<file path="config.mk">
export PLATFORM = sky130hd
export DESIGN_NAME = snd_dma_frame_cnt
export DESIGN_NICKNAME = d
export VERILOG_FILES = /design/src/rtl/snd_dma_frame_cnt.sv
export SDC_FILE = /design/constraint.sdc
export NUM_CORES = 1
export LEC_CHECK = 0
export ABC_AREA = 1
export ABC_CLOCK_PERIOD_IN_PS = 3200
export CELL_PAD_IN_SITES_DETAIL_PLACEMENT = 0
export CELL_PAD_IN_SITES_GLOBAL_PLACEMENT = 1
export CORE_ASPECT_RATIO = 0.9
export CORE_UTILIZATION = 35
export CTS_CLUSTER_SIZE = 12
export DETAILED_ROUTE_END_ITERATION = 16
export HOLD_SLACK_MARGIN = 0.03
export PLACE_DENSITY = 0.75
export SLEW_MARGIN = 20
export SYNTH_ARGS = -nofsm -noshare
export SYNTH_HDL_FRONTEND = slang
export SYNTH_SLANG_ARGS = --single-unit
export TNS_END_PERCENT = 20
</file>
<file path="constraint.sdc">
create_clock -name sndclk -period 3.2 [get_ports sndclk]
set_input_delay 0.64 -clock sndclk [delete_from_list [all_inputs] [get_ports sndclk]]
set_output_delay 0.64 -clock sndclk [all_outputs]
set_load 0.005 [all_outputs]
</file>
<file path="src/rtl/snd_dma_frame_cnt.sv">
// snd_dma_frame_cnt: sound-DMA frame address generator.
// Steps a word address per fetch, flags frame end, counts frames.
//
// Ports:
//   sndclk  clock
//   porb    asynchronous active-low reset
//   lresb   synchronous active-low soft reset
//   sfb     frame start address [AW:1]
//   sfe     frame end address, exclusive [AW:1]
//   play    playback enable (level)
//   loop    reload on frame end instead of stopping
//   dbl     stereo step (+2 words) when high, else +1
//   adv     one fetch completed; advance the address
//   snd     current fetch address [AW:1]
//   active  high while playing
//   sint    one-cycle frame-end pulse
//   lcnt    completed-frame count, wraps silently
module snd_dma_frame_cnt #(
    parameter int AW  = 21,
    parameter int LCW = 8
) (
    input  logic          sndclk,
    input  logic          porb,
    input  logic          lresb,
    input  logic [AW:1]   sfb,
    input  logic [AW:1]   sfe,
    input  logic          play,
    input  logic          loop,
    input  logic          dbl,
    input  logic          adv,
    output logic [AW:1]   snd,
    output logic          active,
    output logic          sint,
    output logic [LCW-1:0] lcnt
);

    typedef enum logic {
        IDLE,
        PLAY
    } state_t;

    state_t        state;
    logic [AW:1]   end_r;
    logic [AW:0]   nxt;
    logic [AW:0]   step;
    logic          frame_ok;

    // One extra bit keeps the carry out of the top address, so a
    // step past the top of memory always reads as >= end.
    assign step     = dbl ? (AW+1)'(2) : (AW+1)'(1);
    assign nxt      = {1'b0, snd} + step;
    assign frame_ok = (sfe > sfb);

    always_ff @(posedge sndclk or negedge porb) begin
        if (!porb) begin
            state  <= IDLE;
            snd    <= '0;
            end_r  <= '0;
            active <= 1'b0;
            sint   <= 1'b0;
            lcnt   <= '0;
        end else if (!lresb) begin
            state  <= IDLE;
            snd    <= '0;
            end_r  <= '0;
            active <= 1'b0;
            sint   <= 1'b0;
            lcnt   <= '0;
        end else begin
            sint <= 1'b0;
            unique case (state)
                IDLE: begin
                    // Degenerate frames are refused; retried every cycle.
                    if (play && frame_ok) begin
                        snd    <= sfb;
                        end_r  <= sfe;
                        state  <= PLAY;
                        active <= 1'b1;
                    end
                end
                PLAY: begin
                    if (!play) begin
                        state  <= IDLE;
                        active <= 1'b0;
                    end else if (adv) begin
                        if (nxt < {1'b0, end_r}) begin
                            snd <= nxt[AW-1:0];
                        end else begin
                            sint <= 1'b1;
                            lcnt <= lcnt + LCW'(1);
                            if (loop) begin
                                // Bounds are re-sampled here so software
                                // can queue the next frame mid-play.
                                snd   <= sfb;
                                end_r <= sfe;
                                if (!frame_ok) begin
                                    state  <= IDLE;
                                    active <= 1'b0;
                                end
                            end else begin
                                snd    <= nxt[AW-1:0];
                                state  <= IDLE;
                                active <= 1'b0;
                            end
                        end
                    end
                end
                default: begin
                    state  <= IDLE;
                    active <= 1'b0;
                end
            endcase
        end
    end

endmodule
</file>
==> flow_summary_export.csv, run 1 <==
group,metric,value,unit
sta,setup_violations,15,
pwr,p_sw_share,40.0,%
critical_path,crit_required,3.43,ns
die,die_w,127,um
route,vias,5263,
sta,hold_viol,0,
route,wl,16200,um
route,viasPerCell,4.80,
global_route,grt_pass1_vias,5058,
final_layout,area_growth,48.4,%
sta,fin_tns_setup,-0.760,ns
clocking,cts_tree,"done",
critical_path,worstPathArrival,3.50,ns
die,pin_count,80,
die,die_area,14600,um^2
final_layout,drive_above_1_share,27.2,%
outcome,violations,"setup timing",
yosys,synth_top_cell_area_share,26.9,%
pwr,powerDensity,412,nW/um^2
worst_hold_path,hp-class,"input port to asynchronous set/reset pin",
global_route,globalRouteTotalUtil,23.1,%
die,initial_core_util,36.4,%
critical_path,endpoint_kind,"flip-flop",
sta,period_share,102,%
critical_path,critPathMaxFanout,5,
pwr,ir_drop,0.000227,V
yosys,synthTopCellsByArea,"dfrtp_1 27%, nand2_1 18%, ha_1 11%",
yosys,yosys.area.top_type,"dfrtp_1",
placed_design,dpl.hpwl,12500,um
sta,setup_ws,-0.0692,ns
die,fp.coreArea,13600,um^2
die,num_rows,40,
clocking,cts_buffer_depth,2,
yosys,syn-cell-area,4930,um^2
clocking,clock-sinks,53,
sta,maxSlewViolCount,0,
clocking,htreeDepth,2,
yosys,yosys_warnings,0,
final_layout,finish.utilization,54.0,%
sta,relSlewSlack,51.8,%
yosys,seq_area_frac_synth,26.9,%
outcome,status,"finished, violations left",
sta,hold-worst-slack,0.379,ns
final_layout,n_antenna_cell,0,
placed_design,place_congestion,0.893,
clocking,hold_buffers,0,
route,remaining_drc_errors,0,
route,wl_per_cell,14.8,um
yosys,synth.avg_cell_area,6.54,um^2
pwr,share_comb_of_total_power,53.5,%
placed_design,place_area,6390,um^2
critical_path,r2r_cells,22,
pwr,pwr-share-clk,18.7,%
final_layout,design_area,7320,um^2
clocking,numCtsBuffers,5,
sta,fmax,306,MHz
pwr,seqPwrFrac,27.8,%
yosys,synth.distinct_cells,34,
route,antenna_left,0,
route,dr.first_iter.drc_count,306,
sta,fin_skew,0.00846,ns
final_layout,n_fill_cell,1317,
sta,rsz0062_at_grt,"yes",
global_route,grt_max_degree,29,
global_route,grt-ovfl-total,0,
route,drtPass1Iterations,5,
clocking,clk_latency,0.30,ns
final_layout,fin_nets,1001,
yosys,syn_nets,848,
placed_design,port_buffers,79,
sta,period_needed,3.27,ns
flow_run,drv_cap,0,
critical_path,worst_setup_path_start_kind,"input port",
global_route,antenna_found_initial,0,
pwr,cell_internal_pwr,1.81,mW
sta,tightest_slew,0.724,ns
yosys,ys_ff_latch,53,
clocking,clk_pin_slew_worst_paths,0.07,ns
global_route,grt_first_pass_wirelength,25800,um
critical_path,crit_type,"input port to flip-flop",
pwr,p_leak,3.58,nW
pwr,p_sw,1.21,mW
die,die_h,115,um
clocking,root_buffer,"clkbuf_16",
yosys,syn_inst,754,
## worst max-delay path: stages
cell,delay [ns]
buf_8,0.10
buf_6,0.12
ha_4,0.26
nand2_4,0.06
a21oi_4,0.21
nand3_2,0.13
nor2_4,0.15
xnor2_2,0.15
inv_2,0.07
ha_4,0.28
nand2_4,0.06
nor2_4,0.12
nand2_2,0.07
nor2_1,0.08
nand2_1,0.05
nand2_1,0.08
nand2_2,0.09
nand2_8,0.11
buf_12,0.12
buf_8,0.11
buf_6,0.12
nand3_2,0.06
xor2_1,0.16
nor2_1,0.10
## cells by family after synthesis
group / Yosys count / synth area share [%]
AND/OR/NAND/NOR: 443 / 38.4
buffers and inverters: 130 / 11.4
AO/OA/AOI/OAI: 65 / 8.53
flip-flops: 53 / 26.9
adder cells (fa/ha/maj): 45 / 11.6
XOR/XNOR: 18 / 3.20
## cell type report
class / instances / area (um^2) / share of cell area, %
Clock buffer: 5 / 125 / 1.71
Clock inverter: 3 / 17.5 / 0.239
Inverter: 108 / 408 / 5.57
Multi-Input combinational cell: 571 / 3570 / 48.8
Sequential cell: 53 / 1330 / 18.1
Tap cell: 189 / 236 / 3.23
Timing Repair Buffer: 168 / 1630 / 22.3
## per-stage QoR
stage,instances,setup slack (ns),power [mW]
after floorplan,754,0.0127,1.55
after detailed placement,1072,-1.06,2.11
after CTS,1094,-0.127,2.89
final,1097,-0.0692,3.01
after global routing,1097,-0.236,3.21
after global placement,1072,-1.05,2.09
## registers in the layout, summed over array words and instances (netlist names)
register  cells
active        1
end_r        21
lcnt          8
sint          1
snd          21
state         1
## layout by cell type, fill, tap and decap left out, drive strengths merged
| cell | n |
|---|---|
| dfrtp | 53 |
| a21oi | 27 |
| nor2 | 125 |
| nand2 | 257 |
| clkbuf | 5 |
| o21ai | 36 |
| and2 | 1 |
| buf | 91 |
| clkinv | 3 |
| fa | 1 |
| o31ai | 1 |
| ha | 44 |
| xor2 | 14 |
| nor3 | 8 |
| or2 | 1 |
| nand4 | 6 |
| inv | 107 |
| clkdlybuf4s50 | 77 |
| clkinvlp | 1 |
| a21o | 1 |
| xnor2 | 4 |
| nand3 | 45 |
## timing repair
item                                    CTS  global route
endpoints found under the setup margin   53            53
pin swaps                                35            52
setup buffers                            12             7
gates cloned                              3             0
resized for setup                        74            83
## synth_stat cells
cell and count:
a21o_1 1, nand3_2 2, nor3_4 1, inv_1 107
o21ai_1 1, nand2_4 4, clkinv_1 1, and2_1 1
buf_6 8, o21ai_2 21, nand4_2 1, xor2_1 14
a21oi_4 1, nand3_1 42, nor2_2 1, nand3_4 1
nand2_2 14, buf_2 4, o31ai_1 1, nand2_1 238
fa_1 1, nor2_4 3, nand4_1 5, buf_4 2
nor3_1 7, clkbuf_1 8, ha_1 44, nand2_8 1
nor2_1 121, o21ai_0 14, a21oi_1 26, or2_2 1
xnor2_1 4, dfrtp_1 53
## layer usage
| layer | share of wire (%) | track usage, % |
|---|---|---|
| met1 | 49 | 32.4 |
| met5 | 0 | 0 |
| met3 | 4.2 | 2.57 |
| met2 | 46 | 37.8 |
| met4 | 1.7 | 5.71 |
## power groups by stage
stage	registers (mW)	logic, mW	clock network, mW
6_report	0.839	1.61	0.564
5_1_grt	0.850	1.76	0.598
4_1_cts	0.833	1.48	0.577
3_5_place_dp	0.842	1.27	0
3_3_place_gp	0.839	1.25	0
2_1_floorplan	0.837	0.710	0
## final timing paths
path                                            start                    end  slack (ns)
worst max-delay path                              dbl    lcnt[4]$_DFFE_PN0P_       -0.07
worst min-delay path                             porb   end_r[3]$_DFFE_PN0P_        0.38
worst max register to register     snd[2]$_DFFE_PN0P_    lcnt[4]$_DFFE_PN0P_       -0.01
max in group asynchronous                        porb    snd[14]$_DFFE_PN0P_        2.21
min in group sndclk             end_r[14]$_DFFE_PN0P_  end_r[14]$_DFFE_PN0P_        0.49
worst min register to register  end_r[14]$_DFFE_PN0P_  end_r[14]$_DFFE_PN0P_        0.49
No activity file was read; power rests on OpenSTA's default activity.
==> run 2: changes to the inputs <==
--- a/config.mk
+++ b/config.mk
@@ -11,10 +11,12 @@
 export CELL_PAD_IN_SITES_GLOBAL_PLACEMENT = 1
 export CORE_ASPECT_RATIO = 0.9
 export CORE_UTILIZATION = 35
+export CTS_CLUSTER_DIAMETER = 50
 export CTS_CLUSTER_SIZE = 12
 export DETAILED_ROUTE_END_ITERATION = 16
 export HOLD_SLACK_MARGIN = 0.03
 export PLACE_DENSITY = 0.75
+export REMOVE_ABC_BUFFERS = 1
 export SLEW_MARGIN = 20
 export SYNTH_ARGS = -nofsm -noshare
 export SYNTH_HDL_FRONTEND = slang
==> flow_summary_export.csv, run 2 (synthesis results as in run 1) <==
group,metric,value,unit
outcome,status,"finished, final reports clean",
global_route,antenna_found_initial,0,
sta,hold_viol,0,
clocking,numCtsBuffers,5,
global_route,grt_max_degree,32,
critical_path,critPathMaxFanout,7,
sta,relSlewSlack,70.0,%
route,antenna_left,0,
clocking,clk_pin_slew_worst_paths,0.08,ns
pwr,p_leak,3.52,nW
clocking,cts_buffer_depth,2,
placed_design,port_buffers,79,
final_layout,fin_nets,992,
die,fp.coreArea,13600,um^2
critical_path,r2r-start,"snd[1]$_DFFE_PN0P_",
critical_path,cp_top_family,"simple AND/OR/NAND/NOR gates",
route,wl,15800,um
final_layout,top_regs,"end_r (21), snd (21), lcnt (8)",
critical_path,worstPathArrival,3.36,ns
route,drtPass1Iterations,5,
worst_hold_path,hp-class,"input port to asynchronous set/reset pin",
pwr,powerDensity,417,nW/um^2
route,wl_per_cell,14.5,um
route,remaining_drc_errors,0,
final_layout,final_common_cell,"nand2_1",
global_route,grt_first_pass_wirelength,25600,um
die,num_rows,40,
critical_path,crit_type,"input port to flip-flop",
final_layout,drive_above_1_share,22.0,%
final_layout,final_cell_mix,"221 x nand2_1, 110 x nor2_1, 103 x inv_1",
global_route,grt-ovfl-total,0,
clocking,cts_tree,"done",
placed_design,dpl.hpwl,12200,um
global_route,globalRouteTotalUtil,22.8,%
sta,setup_violations,0,
final_layout,design_area,7100,um^2
route,vias,5145,
die,initial_core_util,36.4,%
final_layout,n_fill_cell,1323,
critical_path,crit_path_start,"dbl",
placed_design,place_congestion,0.882,
sta,fin_skew,0.0114,ns
critical_path,critPathBufInv,7,
placed_design,place_area,6350,um^2
sta,period_share,98.8,%
die,pin_count,80,
critical_path,crit_required,3.40,ns
critical_path,worst_setup_path_start_kind,"input port",
clocking,root_buffer,"clkbuf_16",
final_layout,n_antenna_cell,0,
sta,period_needed,3.16,ns
flow_run,drv_cap,0,
global_route,grt_pass1_vias,4962,
die,die_h,115,um
pwr,power,2.96,mW
sta,rsz0062_at_grt,"yes",
sta,fmax,316,MHz
critical_path,critical_path.max_stage_delay,0.26,ns
sta,maxSlewViolCount,0,
die,die_w,127,um
placed_design,dp_cells,1065,
clocking,clock-sinks,53,
pwr,ir_drop,0.000275,V
final_layout,area_growth,43.9,%
critical_path,endpoint_kind,"flip-flop",
die,die_area,14600,um^2
route,dr.first_iter.drc_count,318,
sta,tightest_slew,0.450,ns
clocking,clk_latency,0.30,ns
route,viasPerCell,4.73,
final_layout,final-instance-count-excl-fill,1088,
critical_path,cp_slowest_cell,"ha_4",
clocking,htreeDepth,2,
run 2: cell count changes in the layout (fill, tap and decap cells not counted), sizes merged:
cell and delta:
buf -10, clkbuf +2, bufinv +1, clkinv -1, clkinvlp -1
run 2: power by group:
part / internal [mW] / switching (mW)
Sequential: 0.748 / 0.0867
Combinational: 0.700 / 0.786
Clock: 0.372 / 0.269
Total: 1.82 / 1.14
run 2: final timing paths:
path                                          to  slack, ns  cells past startpoint
hold / removal                snd[8]$_DFFE_PN0P_       0.15                      1
setup reg to reg            end_r[2]$_DFFE_PN0P_       0.08                     25
min in group sndclk         end_r[2]$_DFFE_PN0P_       0.48                      2
hold reg to reg             end_r[2]$_DFFE_PN0P_       0.48                      2
max in group asynchronous     snd[3]$_DFFE_PN0P_       2.37                      2
setup / recovery           end_r[12]$_DFFE_PN0P_       0.04                     25
run 2: worst reg2reg max path: stages (launching register included):
cell and delay, ns:
dfrtp_1 0.41, ha_4 0.18, fa_2 0.37, nand2_4 0.11, nor2_4 0.05, nand3_4 0.10
nor2_4 0.05, nand3_1 0.06, nand2_1 0.07, o21ai_2 0.07, inv_1 0.06, ha_1 0.26
nand2_1 0.07, inv_2 0.04, nand2_1 0.06, nand2_1 0.05, nand2_1 0.07, nand2_2 0.07
nor2_4 0.18, nand2_8 0.10, nand2_8 0.08, nand2_4 0.06, nand2_8 0.15, buf_6 0.13
buf_12 0.11, o21ai_2 0.06
run 2: routing by layer:
metal	vias up	share of wire [%]	global-route usage, %
met4	0	0.86	5.16
li1	2615	-	-
met1	2406	49	31.3
met2	117	47	38.0
met5	-	0	0
met3	7	3.5	2.94
run 2: final cells by class:
class / count / area (um^2) / share of cell area [%]
Multi-Input combinational cell: 571 / 3400 / 48.0
Timing Repair Buffer: 159 / 1550 / 21.9
Sequential cell: 53 / 1330 / 18.7
Inverter: 108 / 408 / 5.75
Tap cell: 189 / 236 / 3.33
Clock buffer: 6 / 129 / 1.82
Clock inverter: 2 / 38.8 / 0.547
run 2: metrics by stage:
stage	TNS [ns]	utilization [%]	hold WS, ns	setup WS (ns)
floorplan	-10.76	-	0.344	-0.469
global placement	-42.68	46.8	0.467	-0.866
detailed placement	-47.51	46.8	0.469	-0.958
CTS	-0.0874	50.8	0.143	-0.0126
global route	-2.96	52.3	0.138	-0.136
finish	0	52.3	0.151	0.0393
run 2: repair_timing:
item                                    in CTS  in global routing
resized for setup                           50                 55
pin swaps                                   21                 29
setup buffers                                8                  6
hold buffers                                 0                  0
endpoints found under the setup margin      53                 53
cloned                                       3                  1
==> run 3: changes to the inputs <==
--- a/config.mk
+++ b/config.mk
@@ -5,7 +5,6 @@
 export SDC_FILE = /design/constraint.sdc
 export NUM_CORES = 1
 export LEC_CHECK = 0
-export ABC_AREA = 1
 export ABC_CLOCK_PERIOD_IN_PS = 3200
 export CELL_PAD_IN_SITES_DETAIL_PLACEMENT = 0
 export CELL_PAD_IN_SITES_GLOBAL_PLACEMENT = 1
@@ -15,7 +14,7 @@
 export CTS_CLUSTER_SIZE = 12
 export DETAILED_ROUTE_END_ITERATION = 16
 export HOLD_SLACK_MARGIN = 0.03
-export PLACE_DENSITY = 0.75
+export PLACE_DENSITY = 0.74
 export REMOVE_ABC_BUFFERS = 1
 export SLEW_MARGIN = 20
 export SYNTH_ARGS = -nofsm -noshare
==> flow_summary_export.csv, run 3 <==
group,metric,value,unit
critical_path,path_depth,22,
final_layout,n_fill_cell,1037,
placed_design,place_congestion,0.895,
placed_design,dpl_worst_slack,-1.66,ns
critical_path,critical_path.max_stage_delay,0.30,ns
yosys,synth.avg_cell_area,8.05,um^2
sta,rsz0062_at_grt,"yes",
critical_path,r2r_cells,19,
yosys,synth_top_cell_area_share,32.3,%
final_layout,final_common_cell,"buf_4",
critical_path,cp_top_family,"buffers and inverters",
yosys,yosysMostFrequentCell,"a21oi_1",
final_layout,top_regs,"end_r (21), snd (21), lcnt (8)",
outcome,violations,"setup timing",
critical_path,cp_slowest_cell,"ha_1",
clocking,htreeDepth,2,
critical_path,worstPathArrival,4.02,ns
clocking,clk_pin_slew_worst_paths,0.08,ns
clocking,cts_tree,"done",
critical_path,r2r-start,"snd[2]$_DFFE_PN0P_",
pwr,p_leak,2.86,nW
yosys,synthArstFlopShare,100,%
sta,setup_violations,53,
critical_path,endpoint,"snd[14]$_DFFE_PN0P_",
critical_path,crit_required,3.36,ns
global_route,grt_pass1_vias,4649,
yosys,synth.distinct_cells,51,
route,antenna_left,0,
sta,maxSlewViolCount,0,
final_layout,drive_above_1_share,28.6,%
global_route,grt-ovfl-total,0,
route,wl,14300,um
yosys,yosys_warnings,0,
die,pin_count,80,
placed_design,port_buffers,79,
sta,hold_viol,0,
critical_path,critPathMaxFanout,5,
sta,period_share,121,%
clocking,cts_buffer_depth,2,
critical_path,crit_chain,"buf_8, inv_4, ha_4, buf_4, a21oi_2, nor4_2, buf_4, nand4_1, buf_6, nor2_4, xor2_2, ha_1, nand2_2, nor3_4, a2111oi_4, a21o_1, o211ai_1, buf_4, buf_12, buf_16, nand4_1, o221ai_2",
sta,period_needed,3.86,ns
critical_path,regToRegEndpoint,"snd[14]$_DFFE_PN0P_",
yosys,ys_ff_latch,53,
yosys,syn-cell-area,4110,um^2
global_route,antenna_found_initial,0,
critical_path,endpoint_kind,"flip-flop",
final_layout,n_antenna_cell,0,
yosys,synth_commonest_cells,"55 x a21oi_1, 53 x dfrtp_1, 51 x inv_1",
yosys,synthTopCellsByArea,"dfrtp_1 32%, ha_1 13%, a21oi_1 6.7%",
die,fp.coreArea,11400,um^2
placed_design,dpl.hpwl,9650,um
pwr,ir_drop,0.000216,V
clocking,numCtsBuffers,5,
die,initial_core_util,36.0,%
route,remaining_drc_errors,0,
yosys,synthFlopType,"dfrtp_1",
yosys,syn_inst,511,
route,viasPerCell,5.46,
critical_path,crit_type,"input port to flip-flop",
die,die_w,116,um
route,dr.first_iter.drc_count,199,
yosys,yosys.area.top_type,"dfrtp_1",
outcome,status,"finished, violations left",
global_route,grt_first_pass_wirelength,22900,um
critical_path,worst_setup_path_start_kind,"input port",
critical_path,rrSetupSlack,-0.61,ns
sta,setup_ws,-0.661,ns
sta,tightest_slew,0.492,ns
final_layout,final_cell_mix,"81 x buf_4, 77 x clkdlybuf4s50_1, 53 x dfrtp_1",
worst_hold_path,hp-class,"input port to asynchronous set/reset pin",
sta,relSlewSlack,67.2,%
flow_run,drv_cap,0,
sta,fmax,259,MHz
global_route,grt_max_degree,35,
route,wl_per_cell,17.2,um
clocking,root_buffer,"clkbuf_16",
final_layout,fin_nets,767,
final_layout,area_growth,58.4,%
die,die_h,105,um
yosys,synth_edf_count,0,
route,drtPass1Iterations,4,
critical_path,crit_top_cell,"buf_4",
pwr,powerDensity,357,nW/um^2
global_route,globalRouteTotalUtil,24.0,%
yosys,seq_area_frac_synth,32.3,%
critical_path,critPathBufInv,8,
clocking,clk_latency,0.29,ns
critical_path,crit_path_start,"dbl",
die,die_area,12200,um^2
route,vias,4529,
clocking,clock-sinks,53,
sta,fin_tns_setup,-28.64,ns
sta,fin_skew,0.00573,ns
die,num_rows,37,
-- run 3: changes by cell type in the layout (fill, tap and decap cells not counted), moves of 6 or more --
| cell | previous run | this run |
|---|---|---|
| nand2_1 | 221 | 35 |
| nor2_1 | 110 | 28 |
| inv_1 | 103 | 50 |
| a21oi_1 | 21 | 52 |
| o21ai_2 | 23 | 1 |
| buf_4 | 62 | 81 |
| nand2_2 | 25 | 7 |
| nand4_1 | 5 | 22 |
| o21ai_1 | 4 | 19 |
| o221ai_2 | 0 | 8 |
| xor2_1 | 11 | 4 |
| nand2_4 | 8 | 2 |
| nor2b_1 | 0 | 6 |
-- run 3: cells by family after synthesis --
kind of cell	count (synthesis)	synth area share, %
AOI/OAI and AO/OA	133	20.8
xor gates and xnor gates	10	2.13
muxes	1	0.243
adders and majority gates	45	13.9
and+or+nand+nor	194	23.3
buffers and inverters	75	7.36
DFF	53	32.3
-- run 3: how the worst min path moves through the flow --
stage	startpoint	endpoint	slack (ns)	cells after the start
final	porb	snd[12]$_DFFE_PN0P_	0.30	1
after global routing	porb	snd[11]$_DFFE_PN0P_	0.32	1
after CTS	porb	snd[12]$_DFFE_PN0P_	0.31	1
after detailed placement	end_r[13]$_DFFE_PN0P_	end_r[13]$_DFFE_PN0P_	0.54	2
after global placement	end_r[6]$_DFFE_PN0P_	end_r[6]$_DFFE_PN0P_	0.53	2
after floorplan	porb	active$_DFFE_PN0P_	0.34	0
-- run 3: layout make-up --
class	count	area (um^2)	area share, %
Multi-Input combinational cell	383	2970	45.6
Timing Repair Buffer	178	1680	25.9
Sequential cell	53	1330	20.4
Inverter	52	198	3.04
Tap cell	156	195	3.00
Clock buffer	5	125	1.92
Clock inverter	3	17.5	0.269
-- run 3: worst reg2reg max path: cells and delay by family (launching register included) --
| family | cells | cell delay (ns) |
|---|---|---|
| and+or+nand+nor | 6 | 0.87 |
| AOI/OAI and AO/OA | 5 | 0.75 |
| buffers and inverters | 5 | 0.87 |
| xor gates and xnor gates | 1 | 0.19 |
| DFF | 1 | 0.41 |
| adders and majority gates | 2 | 0.58 |
-- run 3: metrics by stage --
step	util [%]	instances	power, mW	area (um^2)	hold WS, ns
3_5_place_dp	48.6	798	1.52	5560	0.535
2_1_floorplan	-	488	1.13	4000	0.344
5_1_grt	57.0	830	2.46	6510	0.316
4_1_cts	54.2	821	2.20	6200	0.308
6_report	57.0	830	2.32	6510	0.297
3_3_place_gp	48.6	798	1.50	5560	0.533
-- run 3: power by group --
part | switching, mW | internal, mW
clock | 0.266 | 0.288
sequential | 0.0347 | 0.713
combinational | 0.512 | 0.510
-- run 3: metal layers --
metal,wire (um),GRT usage [%]
met5,0,0
met4,312,5.77
met3,784,3.83
met2,6780,40.4
met1,6420,31.6
-- run 3: timing repair --
item                                    4_1_cts  5_1_grt
setup buffers                                10       10
pin swaps                                    66       34
hold buffers                                  0        0
endpoints found under the setup margin       53       53
gates resized for setup                      91       50
gates cloned                                  6        1
==> variant 1: new RTL, settings of run 3 <==
Set the parameter `AW` to 42 (it was 21).
--- a/src/rtl/snd_dma_frame_cnt.sv
+++ b/src/rtl/snd_dma_frame_cnt.sv
@@ -16,7 +16,7 @@
 //   sint    one-cycle frame-end pulse
 //   lcnt    completed-frame count, wraps silently
 module snd_dma_frame_cnt #(
-    parameter int AW  = 21,
+    parameter int AW  = 42,
     parameter int LCW = 8
 ) (
     input  logic          sndclk,
Interface: changed (resized sfb, sfe and snd); port bits go from 80 to 143. The function was not compared with the original's and may differ.
==> variant 1 against run 3 <==
The run still ends with setup timing left; fmax down 5.8%; routed wire length up 79%; die area up 79%; first-iteration DRC count up 110%; synthesized area up 80%; sequential cell count up 42; final area up 82%; register-to-register slack worse by 0.28 ns; setup slack worse by 0.24 ns; total power up 110%.
==> variant 1: results (changes against run 3) <==
RR Startpoint=snd[1] (was snd[2]); slowest CP cell=or4_4 (was ha_1); setup_tns=-79.10 ns (was -28.64 ns); I/O Buffers=142 (was 79); met1 Track Usage GR=0.3302 (was 0.3164); clk_lat worst skew=0.36 ns (was 0.29 ns); Synth Area in XOR/XNOR=0.04960 (was 0.02130); first-pass GRT wire length=40140 um (was 22920 um); Setup-failing EPs final=95 (was 53); Top FF cell, synth=dfrtp_1 (unchanged); multiplexer share of the synthesized area=0.1201 (was 0.002435); Comb group=2.32 mW (was 1.02 mW); register-to-register setup slack=-0.89 ns (was -0.61 ns); Post-synth top cells=nand2_1 (104), dfrtp_1 (95), inv_1 (93) (was a21oi_1 (55), dfrtp_1 (53), inv_1 (51)); fillers=1880 (was 1037); YS warnings=0 (unchanged); DP Area=10800 um2 (was 5560 um2); failing checks=setup timing (unchanged); fin area=11860 um2 (was 6513 um2); TritonCTS Buffers=9 (was 5); worst reg2reg endpoint=end_r[42] (was snd[14]); layout cell share with drive strength beyond 1=0.2681 (was 0.2864); sequential share of the synthesized area=0.3206 (was 0.3226); DR iter-0 viols=423 (was 199); Synth Area in Adders=0.1478 (was 0.1388); Rel. slew slack=0.4797 (was 0.6719); Leak=5.801 nW (was 2.864 nW); largest net degree at the start of global routing=55 (was 35); PnR worst setup slack=-0.8975 ns (was -0.6611 ns); wire per inst=16.89 um (was 17.22 um); gpl congestion=0.8686 (was 0.8951); Reg2Reg Depth=18 (was 19); largest cells by area after synthesis=dfrtp_1 (32%), ha_1 (15%), mux2i_1 (12%), nand2_1 (5.3%), inv_1 (4.7%) (was dfrtp_1 (32%), ha_1 (13%), a21oi_1 (6.7%), inv_1 (4.7%), nand3_1 (4.5%)); Worst Path Max Fanout=6 (was 5); Routed Wire Length=25550 um (was 14300 um); initial antenna violation count=1 (was 0); Max VDD drop=0.0002591 V (was 0.0002159 V); Mapped Avg Cell Area=8.755 um2 (was 8.046 um2); CP max stage delay=0.60 ns (was 0.30 ns); Psw=1.652 mW (was 0.8125 mW); met2 GRT Util=0.3960 (was 0.4041); Distinct cells, synth=52 (was 51); DR vias=7573 (was 4529); Regs by FF count=end_r (42), snd (42), lcnt (8) (was end_r (21), snd (21), lcnt (8)); htree depth=3 (was 2); Post-Place Cells=1462 (was 798); first-pass iteration count of the detailed router=5 (was 4); Power Total=4.946 mW (was 2.324 mW); DPL Wire Length=18510 um (was 9652 um); clock network power=1.19 mW (was 0.554 mW); status=finished, violations left (unchanged)
==> variant 1: cell count changes in the layout (fill, tap and decap cells not counted), moves of 10 or more <==
cell             before  now
nand2_1              35   99
mux2i_1               1   89
nor2_1               28   48
inv_1                50   92
buf_12                2   14
dfrtp_1              53   94
a21oi_1              52   62
nand3_1              34   20
xnor2_1               2   28
clkdlybuf4s50_1      77  139
o22ai_1               0   24
buf_4                81  232
ha_1                 37   84
==> variant 1: cell type report <==
class                   instances  share of cell area
multi-input cells             623              0.4038
repair buffers                401              0.3097
clock buffers                  11             0.02047
flip-flops and latches         95              0.2006
well taps                     286             0.03018
clock inverters                 4            0.005908
inverters                      93             0.02944
==> variant 1: critical path, delay by kind of cell <==
family / cells / cell delay (ns)
fa+ha+maj: 3 / 0.65
mux: 1 / 0.11
xor+xnor: 1 / 0.17
buf+inv: 5 / 0.57
simple gates: 7 / 1.59
compound gates: 3 / 0.60
==> variant 1: kinds of logic after synthesis <==
kind of cell    after synthesis
compound gates              155
simple gates                250
mux                          89
buf+inv                     129
flops                        95
fa+ha+maj                    87
xor+xnor                     42
==> variant 1: worst min path at each step <==
stage                end       from  slack, ns  cells past startpoint
2_1_floorplan     active       porb       0.34                      0
3_3_place_gp    end_r[1]   end_r[1]       0.50                      1
3_5_place_dp   end_r[29]  end_r[29]       0.52                      2
4_1_cts        end_r[25]       porb       0.38                      1
5_1_grt        end_r[25]       porb       0.41                      1
6_report       end_r[23]       porb       0.33                      1
==> variant 1: per-layer routing <==
metal / up-vias / wire, um
met5: - / 13
met4: 2 / 505
met3: 35 / 1232
met2: 219 / 11900
met1: 3576 / 11900
li1: 3741 / -
==> variant 1: what timing repair did <==
action | CTS | global route
setup endpoints to repair | 95 | 95
gates resized for setup | 81 | 7
pin swaps | 46 | 22
cloned | 5 | 0
buffers inserted | 22 | 9
==> variant 2: new RTL, config.mk and constraints of run 3 <==
Without the edit above. Register the input `lresb` before use, without a reset. The logic sees it one clock later. The other inputs are not delayed to match.
--- a/src/rtl/snd_dma_frame_cnt.sv
+++ b/src/rtl/snd_dma_frame_cnt.sv
@@ -39,6 +39,12 @@
         PLAY
     } state_t;
 
+    logic lresb_q;
+
+    always_ff @(posedge sndclk) begin
+        lresb_q <= lresb;
+    end
+
     state_t        state;
     logic [AW:1]   end_r;
     logic [AW:0]   nxt;
@@ -59,7 +65,7 @@
             active <= 1'b0;
             sint   <= 1'b0;
             lcnt   <= '0;
-        end else if (!lresb) begin
+        end else if (!lresb_q) begin
             state  <= IDLE;
             snd    <= '0;
             end_r  <= '0;
Formal check against the unedited RTL: not equivalent (a bounded check fails within 4 cycles, from zero or initial values).
==> variant 2 against run 3 <==
Setup slack worse by 0.082 ns; fmax down 2.1%; die area rose by 0.48%; core utilization fell by 0.33 points; largest cell class unchanged; critical path type unchanged; highest routed layer unchanged; count of clock-buffer cells in the layout did not move; register-to-register slack got worse by 0.09 ns; sequential cell count up 1; the flow still finishes with violations (setup timing); combinational power up 7%; total power is 4.0% higher; hold slack better by 0.054 ns; routed wire length is 3.5% lower; final area is 0.17% lower; synthesized area grew 0.49%.
==> variant 2: results (changes against run 3) <==
PnR worst setup slack=-0.7435 ns (was -0.6611 ns); Leak=2.897 nW (was 2.864 nW); Hold Crit Class=in -> async (unchanged); ys async rst share=0.9815 (was 1.000); clk_lat worst skew=0.30 ns; Vias per Instance=5.276 (was 5.457); failing checks=setup timing (unchanged); wire per inst=16.56 um (was 17.22 um); Worst Path Max Fanout=5 (unchanged); vias in the first global route=4481 (was 4649); largest net degree at the start of global routing=32 (was 35); Mapped Avg Cell Area=8.069 um2 (was 8.046 um2); DR vias=4395 (was 4529); gpl congestion=0.8161 (was 0.8951); layout net count=770 (was 767); GRT Overall Usage=0.2317 (was 0.2397); initial antenna violation count=0 (unchanged); htree depth=2 (unchanged); Post-synth top cells=a21oi_1 (55), dfrtp_1 (53), inv_1 (51) (unchanged); Top FF cell, synth=dfrtp_1 (unchanged); DR iter-0 viols=189 (was 199); first-pass GRT wire length=22290 um (was 22920 um); DPL Wire Length=9482 um (was 9652 um); I/O Buffers=79 (unchanged); largest cells by area after synthesis=dfrtp_1 (32%), ha_1 (13%), a21oi_1 (6.7%), inv_1 (4.6%), nand3_1 (4.5%) (was dfrtp_1 (32%), ha_1 (13%), a21oi_1 (6.7%), inv_1 (4.7%), nand3_1 (4.5%)); status=finished, violations left (unchanged); CTS root buffer=clkbuf_16 (unchanged); Critical Path AT=4.14 ns (was 4.02 ns); Max VDD drop=0.0003003 V (was 0.0002159 V); CP startpoint kind=input port (unchanged); Slew @ Worst Pin=0.6266 ns (was 0.4921 ns); Clock transition at path regs=0.08 ns (about the same); n_diodes=0 (unchanged); clk_skew=0.007179 ns (was 0.005727 ns); Setup-failing EPs final=53 (unchanged); Reg2Reg Depth=18 (was 19); Worst Setup SP=dbl (unchanged); DP Area=5640 um2 (was 5560 um2); setup_tns=-32.70 ns (was -28.64 ns); Post-Place Cells=807 (was 798); fillers=1071 (was 1037); YS warnings=0 (unchanged); layout cell share with drive strength beyond 1=0.2880 (was 0.2864); first-pass iteration count of the detailed router=5 (was 4); sequential share of the synthesized area=0.3259 (was 0.3226); Distinct cells, synth=52 (was 51)
[variant 2: kinds of logic after synthesis]
logic type	synth area share
AO/OA/AOI/OAI	0.2071
XOR/XNOR	0.02120
adder cells (fa/ha/maj)	0.1381
buffers and inverters	0.07328
flip-flops	0.3259
multiplexers	0.002423
AND/OR/NAND/NOR	0.2320
[variant 2: per-layer routing]
metal  global-route usage  part of all wire  vias to the layer above  wire [um]
li1                     -                 -                     2171          -
met1               0.3260              0.46                     2100       6308
met2               0.3795              0.47                      108       6530
met3              0.02494             0.054                       16        741
met4              0.04853             0.016                        0        214
met5                    0                 0                        -          0
[variant 2: what timing repair did]
action	4_1_cts	5_1_grt
endpoints found under the setup margin	53	53
cloned	4	0
resized for setup	88	43
pin swaps	60	42
buffers inserted	9	8
[variant 2: report_power, final]
group	internal (mW)	switching [mW]	leakage (nW)
registers	0.726	0.0335	0.733
logic	0.554	0.538	2.09
clock network	0.291	0.273	0.0698
total	1.57	0.844	2.90
[variant 2: worst paths after layout]
kind / endpoint / slack (ns)
worst max-delay path: snd[18] / -0.74
worst min-delay path: snd[10] / 0.35
worst max register to register: snd[18] / -0.70
worst min register to register: end_r[8] / 0.54
max in group asynchronous: end_r[3] / 2.00
min in group sndclk: end_r[8] / 0.54
[variant 2: metrics by stage]
step | total power [mW] | setup slack (ns) | util | hold WS (ns)
2_1_floorplan | 1.156 | -1.659 | - | 0.3444
3_3_place_gp | 1.551 | -1.588 | 0.4913 | 0.5300
3_5_place_dp | 1.563 | -1.732 | 0.4913 | 0.5342
4_1_cts | 2.339 | -0.6694 | 0.5508 | 0.3700
5_1_grt | 2.554 | -0.8811 | 0.5663 | 0.3758
6_report | 2.416 | -0.7435 | 0.5663 | 0.3511
[variant 2: cell type report]
| class | count | share of cell area |
|---|---|---|
| clock buffer | 5 | 0.01925 |
| clock inverter | 3 | 0.003272 |
| inverter | 52 | 0.03041 |
| multi-input combinational | 384 | 0.4519 |
| sequential | 54 | 0.2071 |
| tap | 156 | 0.03002 |
| timing repair buffer | 179 | 0.2581 |
[variant 2: critical path, cell delays in order]
cell,delay (ns)
buf_8,0.11
inv_4,0.04
ha_4,0.13
buf_4,0.11
a21oi_2,0.07
nor4_2,0.30
buf_4,0.18
nand4_1,0.13
buf_4,0.19
nor2_4,0.11
xor2_1,0.20
ha_1,0.29
a21o_1,0.18
a2111oi_2,0.31
buf_4,0.18
a21o_1,0.16
o211a_4,0.22
buf_12,0.14
buf_12,0.13
nor2_2,0.05
o32ai_2,0.27
